$ cat src/rtl/deconv_seq.sv
// deconv_seq: sequential deconvolver, the inverse of the 8x8 `conv` block.
// Given y[0..7] = first 8 samples of x*h and the 8-tap kernel h, recovers
// x[0..7] by forward substitution:
//   x[n] = (y[n] - sum_{k=1..n} h[k]*x[n-k]) / h[0]
// using one multiply-accumulate per cycle and a 4-cycle restoring divider.
//
// Ports:
//   clk     rising-edge clock
//   rst_n   synchronous active-low reset
//   start   run request, sampled only while idle
//   y_flat  y[i] = y_flat[i*YW +: YW], captured at start
//   h_flat  h[i] = h_flat[i*XW +: XW], captured at start
//   busy    high while a run is in progress
//   done    one-cycle completion pulse
//   x_flat  recovered x[i] at [i*XW +: XW], held until the next start
//   err     sticky per-run error flag, valid with done
//
// Optional feature: define DECONV_ERR_EN to drive err. Without it err is
// tied low and the remainder check is removed; clamping is unchanged.
module deconv_seq #(
  parameter int YW = 12,
  parameter int XW = 4
) (
  input  logic            clk,
  input  logic            rst_n,
  input  logic            start,
  input  logic [8*YW-1:0] y_flat,
  input  logic [8*XW-1:0] h_flat,
  output logic            busy,
  output logic            done,
  output logic [8*XW-1:0] x_flat,
  output logic            err
);

  localparam int RW = YW + 2;

  typedef enum logic [2:0] {IDLE, LOAD, MAC, DIV, DONE} state_t;

  state_t state, state_next;

  logic [7:0][YW-1:0] y_reg;
  logic [7:0][XW-1:0] h_reg;
  logic [7:0][XW-1:0] x_reg;
  logic [2:0]         n;
  logic [2:0]         k;
  logic [1:0]         dcnt;
  logic signed [RW-1:0] res;
  logic [XW-1:0]      q;
  logic               neg_f;
  logic               ovf_f;

  // Multiply-accumulate operands: products are unsigned and zero-extended
  // before they are subtracted from the signed residue.
  logic [2:0]           xi;
  logic [2*XW-1:0]      prod;
  logic signed [RW-1:0] prod_ext;

  assign xi       = n - k;
  assign prod     = h_reg[k] * x_reg[xi];
  assign prod_ext = signed'({{(RW-2*XW){1'b0}}, prod});

  // Restoring divider: step counts down 3..0 so quotient bits come MSB first.
  logic signed [RW-1:0] h0_ext;
  logic signed [RW-1:0] limit;
  logic signed [RW-1:0] dsh;
  logic signed [RW-1:0] trial;
  logic [1:0]           step;
  logic                 trial_ok;
  logic [XW-1:0]        mask;
  logic [XW-1:0]        q_next;
  logic                 neg_now;
  logic                 ovf_now;
  logic [XW-1:0]        x_new;

  assign h0_ext   = signed'({{(RW-XW){1'b0}}, h_reg[0]});
  assign limit    = h0_ext << 4;
  assign step     = 2'd3 - dcnt;
  assign dsh      = h0_ext << step;
  assign trial    = res - dsh;
  assign trial_ok = ~trial[RW-1];
  assign mask     = {{(XW-1){1'b0}}, 1'b1} << step;
  assign q_next   = trial_ok ? (q | mask) : q;

  // Range flags are judged on the residue as it enters the divider; later
  // divide cycles use the registered copies because res is being reduced.
  assign neg_now = (dcnt == 2'd0) ? res[RW-1] : neg_f;
  assign ovf_now = (dcnt == 2'd0) ? (res >= limit) : ovf_f;
  assign x_new   = neg_now ? '0 : (ovf_now ? {XW{1'b1}} : q_next);

`ifdef DECONV_ERR_EN
  logic                 err_q;
  logic signed [RW-1:0] rem_fin;
  logic                 inexact;

  assign rem_fin = trial_ok ? trial : res;
  assign inexact = (rem_fin != '0);
  assign err     = err_q;
`else
  assign err = 1'b0;
`endif

  // State register.
  always_ff @(posedge clk) begin
    if (!rst_n) state <= IDLE;
    else        state <= state_next;
  end

  // Next-state logic. A zero h[0] is caught in the first LOAD so the
  // shortcut run still reports done one edge after the acceptance edge.
  always_comb begin
    state_next = state;
    case (state)
      IDLE: if (start) state_next = LOAD;
      LOAD: begin
        if (n == 3'd0 && h_reg[0] == '0) state_next = DONE;
        else if (n != 3'd0)              state_next = MAC;
        else                             state_next = DIV;
      end
      MAC:  if (k == n) state_next = DIV;
      DIV: begin
        if (dcnt == 2'd3) state_next = (n == 3'd7) ? DONE : LOAD;
      end
      DONE: state_next = IDLE;
      default: state_next = IDLE;
    endcase
  end

  // Datapath: capture, residue accumulation, division and x write-back.
  always_ff @(posedge clk) begin
    if (!rst_n) begin
      y_reg <= '0;
      h_reg <= '0;
      x_reg <= '0;
      n     <= '0;
      k     <= '0;
      dcnt  <= '0;
      res   <= '0;
      q     <= '0;
      neg_f <= 1'b0;
      ovf_f <= 1'b0;
`ifdef DECONV_ERR_EN
      err_q <= 1'b0;
`endif
    end else begin
      case (state)
        IDLE: begin
          if (start) begin
            y_reg <= y_flat;
            h_reg <= h_flat;
            x_reg <= '0;
            n     <= '0;
`ifdef DECONV_ERR_EN
            err_q <= 1'b0;
`endif
          end
        end
        LOAD: begin
          res  <= signed'({2'b00, y_reg[n]});
          k    <= 3'd1;
          dcnt <= '0;
          q    <= '0;
`ifdef DECONV_ERR_EN
          if (n == 3'd0 && h_reg[0] == '0) err_q <= 1'b1;
`endif
        end
        MAC: begin
          res <= res - prod_ext;
          k   <= k + 3'd1;
        end
        DIV: begin
          if (trial_ok) res <= trial;
          q    <= q_next;
          dcnt <= dcnt + 2'd1;
          if (dcnt == 2'd0) begin
            neg_f <= neg_now;
            ovf_f <= ovf_now;
          end
          if (dcnt == 2'd3) begin
            x_reg[n] <= x_new;
            if (n != 3'd7) n <= n + 3'd1;
`ifdef DECONV_ERR_EN
            if (neg_now || ovf_now || inexact) err_q <= 1'b1;
`endif
          end
        end
        default: ;
      endcase
    end
  end

  assign busy   = (state == LOAD) || (state == MAC) || (state == DIV);
  assign done   = (state == DONE);
  assign x_flat = x_reg;

endmodule
$ cat config.mk
export PLATFORM = sky130hd
export DESIGN_NAME = deconv_seq
export DESIGN_NICKNAME = d
export VERILOG_FILES = /design/src/rtl/deconv_seq.sv
export SDC_FILE = /design/constraint.sdc
export NUM_CORES = 1
export LEC_CHECK = 0
export BUFFER_PORTS_ARGS = -buffer_cell sky130_fd_sc_hd__buf_2
export CORE_MARGIN = 5
export CORE_UTILIZATION = 54
export DETAILED_ROUTE_END_ITERATION = 8
export HOLD_SLACK_MARGIN = 0.1
export PLACE_DENSITY = 0.89
export SLEW_MARGIN = 40
export SYNTH_ARGS = -nofsm -noshare
export SYNTH_HDL_FRONTEND = slang
export SYNTH_SLANG_ARGS = --single-unit
$ cat constraint.sdc
create_clock -name clk -period 12.72 [get_ports clk]
set_input_delay 1.908 -clock clk [delete_from_list [all_inputs] [get_ports clk]]
set_output_delay 1.908 -clock clk [all_outputs]
set_load 0.02 [all_outputs]
# After elaboration in Yosys (flattened, before gate mapping)
# Index checks and enable logic that the tools add are counted.
word_totals:
  inputBits: 131
  out_inout_bits: 35
  word_cells: 113
  register_bits: 191
classes:
  mux: 33
  n_addsub: 7
  eq_ne: 13
  reduce_logical: 19
  mul: 1
  shifts: 2
  bitwise_logic: 1
  magnitude_cmp: 5
ops:
  columns: ["operator", "count"]
  rows:
  - ["$mux W32", 2]
  - ["$pmux W32 S2", 1]
  - ["$pmux W14 S3", 1]
  - ["$bmux W12 S3", 1]
  - ["$bwmux W32", 1]
  - ["$bmux W4 S3", 2]
  - ["$mux W3", 8]
  - ["$mux W4", 6]
  - ["$ge A14 B9 Y1", 1]
  - ["$mux W14", 1]
  - ["$shl A4 B2 Y14", 1]
  - ["$sub A14 B14 Y14", 1]
  - ["$sub A14 B9 Y14", 1]
  - ["$demux W4 S3", 1]
  - ["$lt A3 B4 Y1 const B", 3]
  - ["$mux W12", 1]
  - ["$pmux W3 S2", 2]
  - ["$pmux W3 S4", 1]
  - ["$ne A2 B2 Y1 const B", 5]
  - ["$mul A4 B4 Y8", 1]
  - ["$pmux W4 S2", 1]
  - ["$add A3 B1 Y3 const B", 2]
  - ["$eq A3 B2 Y1 const B", 2]
  - ["$eq A3 B3 Y1 const B", 2]
  - ["22 further kinds", 33]

# Logic depth before layout (Yosys ltp)
depth:
  ltp_word: 9
  ltp_mapped: 26
  ltp_nobuf: 24

# Worst setup path before layout
# No wires, ideal clock.
synth_path:
  path_type: "flip-flop to flip-flop"
  startpoint: "register n[0]"
  endpoint: "register res[7]"
  setup_time_ps: 59
  setup_slack_ps: 6247
  path_buffers: 2
  t_arrival_ps: 6414
  stages_incl_launch_ff: 27
  synth_period_minus_slack_ps: 6473
  t_required_ps: 12661
  path_cell_list: "dfxtp_1 > buf_1 > inv_1 > clkbuf_1 > ha_1 > inv_1 > fa_1 > xnor2_2 > mux4_2 > mux2i_1 > or2_2 > fa_1 > inv_1 > fa_1 > ha_1 > a21o_1 > a21oi_1 > o21bai_1 > a21oi_1 > xor2_1 > ha_1 > and3_1 > o2bb2ai_1 > a41oi_1 > o32ai_1 > a311oi_1 > o221a_2"
synth_via:
  elab_chain_len: 6
  word_cells_on_any_way: 8
  classes_between: "add/sub (2); mul (1); mux (5)"
synth_lines:
  columns: ["item", "line", "rtl"]
  rows:
  - ["from (decl)", "44", "logic [2:0] n;"]
  - ["from (signal assigned)", "180", "if (n != 3'd7) n <= n + 3'd1;"]
  - ["$sub A3 B3 Y3", "58", "assign xi = n - k;"]
  - ["$bmux W4 S3", "59", "assign prod = h_reg[k] * x_reg[xi];"]
  - ["$mux W4 (implied by the code)", "59", null]
  - ["$mul A4 B4 Y8", "59", null]
  - ["$sub A14 B9 Y14", "167", "res <= res - prod_ext;"]
  - ["$pmux W14 S3 (*)", "145", "case (state)"]
  - ["to (signal assigned)", "158", "res <= signed'({2'b00, y_reg[n]});"]
  - ["to (signal assigned)", "167", null]
  - ["to (signal assigned)", "171", "if (trial_ok) res <= trial;"]
  - ["to (decl)", "47", "logic signed [RW-1:0] res;"]
# Mark *: on every way between the ends. The rest lies on a longest branch, timed or not. The select of a mux whose other input is x is not followed.
# A chain may end at the register's enable or synchronous reset.

# Worst setup path after layout
layout_path:
  startpoint: "register k[0]"
  endpoint: "register res[7]"
layout_via:
  elab_chain_len: 6
  word_cells_on_any_way: 8
  classes_between: "add/sub (2); mul (1); mux (5)"
layout_lines:
  columns: ["item", "line", "rtl"]
  rows:
  - ["from (decl)", "45", "logic [2:0] k;"]
  - ["from (signal assigned)", "168", "k <= k + 3'd1;"]
  - ["$sub A3 B3 Y3", "58", null]
  - ["$bmux W4 S3", "59", null]
  - ["$mux W4 (implied by the code)", "59", null]
  - ["$mul A4 B4 Y8 (*)", "59", null]
  - ["$sub A14 B9 Y14 (*)", "167", null]
  - ["$pmux W14 S3 (*)", "145", null]
# Marked as above.

==> results by group <==
Detailed routing
  – TritonRoute pass-1 iters: 6
  – Via density: 6.15
  – Via count: 9791
  – WL final: 30.1 mm
  – Initial DRC Count: 1202
  – DRC viols: 0
  – Wirelength per Cell: 18.9 um
  – Antenna viol nets, final: 0

Setup path
  – Worst R2R Setup Slack: 5.80 ns
  – CP max-delay cell: dfxtp_1
  – Reg2reg start: k[0]
  – WP data arrival: 7.30 ns
  – Critical path peak fanout: 13
  – Worst flop-to-flop path endpoint: res[7]
  – Crit end category: flop
  – Worst Setup Start Kind: flop
  – Critical-path cell list: ha_1, inv_1, fa_1, xnor2_2, mux4_2, mux2i_1, or2_2, fa_1, inv_1, fa_1, ha_1, a21o_1, a21oi_1, o21bai_1, a21oi_1, xor2_1, ha_1, and3_1, o2bb2ai_1, a41oi_1, o32ai_1, a311oi_1, o221a_2
  – Reg2reg path depth: 23
  – CP Class: flop to flop
  – Worst EP required: 13.10 ns
  – CP peak stage delay: 0.75 ns

Worst hold path
  – WHS Endpoint: y_reg[71]
  – Critical hold path startpoint: y_reg[71]
  – Worst hold stages: 2
  – Hold WC Path Type: flop to flop

Clock tree
  – Root buf cell: clkbuf_16
  – Postcts setup bufs: 0
  – # resized after CTS: 0
  – Num CTS Buffers: 17
  – CTS Hold Buffers Added: 0
  – TritonCTS clock tree: yes
  – H-Tree Level Count: 4
  – Clk buf depth: 2
  – Clock-pin slew on the worst setup and hold paths: 0.07 ns
  – Worst skew pair latency: 0.43 ns
  – Clock sink count: 191

Yosys
  – Post-synthesis instance area: 0.00999 mm2
  – Cells after Synth: 1234
  – Seq/Total Area, Yosys: 38.3%
  – Syn Area/Cell: 8.09 um2
  – Fraction of registers with async set/reset: 0%
  – Post-synth EDFFs: 0
  – Top cell type's share of synthesized area: 38.3%
  – Most used DFF post-synth: dfxtp_1
  – #FFs+latches synth: 191
  – Yosys top cell by area: dfxtp_1
  – Syn nets: 1413
  – Synth area leaders: dfxtp_1 38%, nand2_1 12%, a21oi_1 8.7%
  – Distinct cells, synth: 68
  – Synth Warn #: 0

GRT
  – Vias in the first global route: 9348
  – Initial antenna violation count: 0
  – Largest net degree at the start of global routing: 121
  – Grt ovf: 0
  – First-pass GRT wire length: 47.9 mm
  – Gr usage total: 27.5%

STA
  – Max transition margin: 43.8%
  – Min cycle time layout: 6.92 ns
  – Post-Route Setup TNS: 0 ns
  – Final period util: 54.4%
  – RSZ-0062 raised after global routing: false
  – Worst Max-Slew Pin Slew: 0.841 ns
  – Hold Fails Final Rpt: 0
  – Slew Viols, Final: 0
  – Hold slack: 0.455 ns
  – Final Skew: 0.00832 ns
  – Highest clock rate: 0.145 GHz
  – Final setup fails: 0

Layout
  – Most frequent cells in the layout: 328 x nand2_1, 190 x dfxtp_1, 173 x a21oi_1
  – Nets@finish: 1528
  – Diode count: 0
  – Register Area: 0.00382 mm2
  – Most common cell after layout, fill and taps aside: nand2_1
  – Max reg flops: 96
  – Area of the multi-input gates: 0.00574 mm2
  – Layout Cells excl Fill: 1591
  – Final Cell Area: 0.0115 mm2
  – Layout area overhead: 14.8%
  – # fillers: 1432
  – Fraction of layout cells with a size suffix above 1: 19.5%

Pwr
  – Pwr dens: 156 mW/mm2
  – Leak: 4.64 nW
  – Tot Pwr: 1.79 mW
  – VDD IR-drop max: 105 uV

Floorplanning
  – IO Count: 166
  – Core footprint: 0.0181 mm2
  – Full die area: 0.0213 mm2
  – Starting Density: 55.2%
  – FP Rows: 49
  – Die Wd: 146 um
  – Die H: 146 um

Placed design
  – Post-DP Area: 0.0109 mm2
  – Port Buffer Count: 164
  – Routability-driven placement congestion ratio: 0.985
  – Placed Cells: 1558
  – Detail Placement HPWL: 21.7 mm

Outcome
  – Status: completed

Flow run
  – Max-cap viol count: 0
power breakdown:
| part | internal, mW | total [mW] | leakage (nW) | switching (mW) |
|---|---|---|---|---|
| clock | 0.267 | 0.511 | 0.273 | 0.244 |
| combinational | 0.201 | 0.555 | 2.80 | 0.355 |
| sequential | 0.659 | 0.719 | 1.56 | 0.0596 |
cell families after synthesis:
| kind of cell | count (synthesis) | share of synthesized area [%] |
|---|---|---|
| buffers and inverters | 112 | 4.37 |
| adder cells (fa/ha/maj) | 48 | 6.54 |
| AND/OR/NAND/NOR | 481 | 20.1 |
| other | 1 | 0.0375 |
| XOR/XNOR | 16 | 1.55 |
| AO/OA/AOI/OAI | 330 | 20.2 |
| multiplexers | 55 | 8.95 |
| flip-flops | 191 | 38.3 |
per-stage QoR:
stage,worst slack (ns),util (%)
6_report,5.80,63.4
2_1_floorplan,6.25,-
4_1_cts,5.77,63.2
3_3_place_gp,5.98,60.1
3_5_place_dp,5.82,60.2
5_1_grt,5.22,63.4
routing by layer:
| metal | wire (um) | GRT usage, % |
|---|---|---|
| met1 | 12000 | 36.7 |
| met2 | 14100 | 44.1 |
| met3 | 2880 | 5.36 |
| met4 | 1180 | 11.4 |
| met5 | 0 | 0 |
critical path, delay by kind of cell, from the launching register on:
kind	cells	cell delay, ns
fa+ha+maj	6	2.12
flops	1	0.75
buf+inv	2	0.14
mux	2	0.91
compound gates	9	1.78
xor+xnor	2	0.78
simple gates	2	0.38
worst max path at each step:
stage,cells past startpoint,from,endpoint,slack (ns)
floorplan,26,n[0],res[7],6.25
global placement,23,k[0],res[7],5.98
detailed placement,23,k[0],res[7],5.82
CTS,23,k[0],res[7],5.77
global route,23,k[0],res[7],5.22
finish,23,k[0],res[7],5.80
synthesized netlist by cell type (3+ instances only):
library cell and count:
mux2i_1 24, a32o_2 4, a21o_1 8, a211oi_1 9, buf_2 4, nor2b_1 5
nor3_1 13, nand3_1 22, a22o_2 3, clkbuf_1 69, fa_1 7, o2bb2ai_1 12
o2111ai_1 6, ha_1 41, buf_1 5, o21ai_0 50, mux4_2 27, a211oi_2 4
o211ai_1 9, o21a_1 4, and3_1 6, or2_2 3, xor2_1 9, a32oi_1 4
nor3b_1 3, nand2_1 328, xnor2_1 5, o31ai_1 3, nor2_1 66, a221oi_1 4
inv_1 31, and2_1 5, nand3b_1 3, nand4_1 3, nand2b_1 7, a21boi_0 5
or3_1 3, a21oi_1 173, a31oi_1 13, dfxtp_1 191, mux2_2 4, nor4_1 5
final cells by class:
class | instances | area share (%)
clock buffers | 21 | 4.01
clock inverters | 11 | 0.807
inverters | 32 | 1.07
multi-input cells | 931 | 50.1
flip-flops and latches | 191 | 33.3
well taps | 229 | 2.50
repair buffers | 176 | 8.20
No activity file was read; power rests on OpenSTA's default activity.
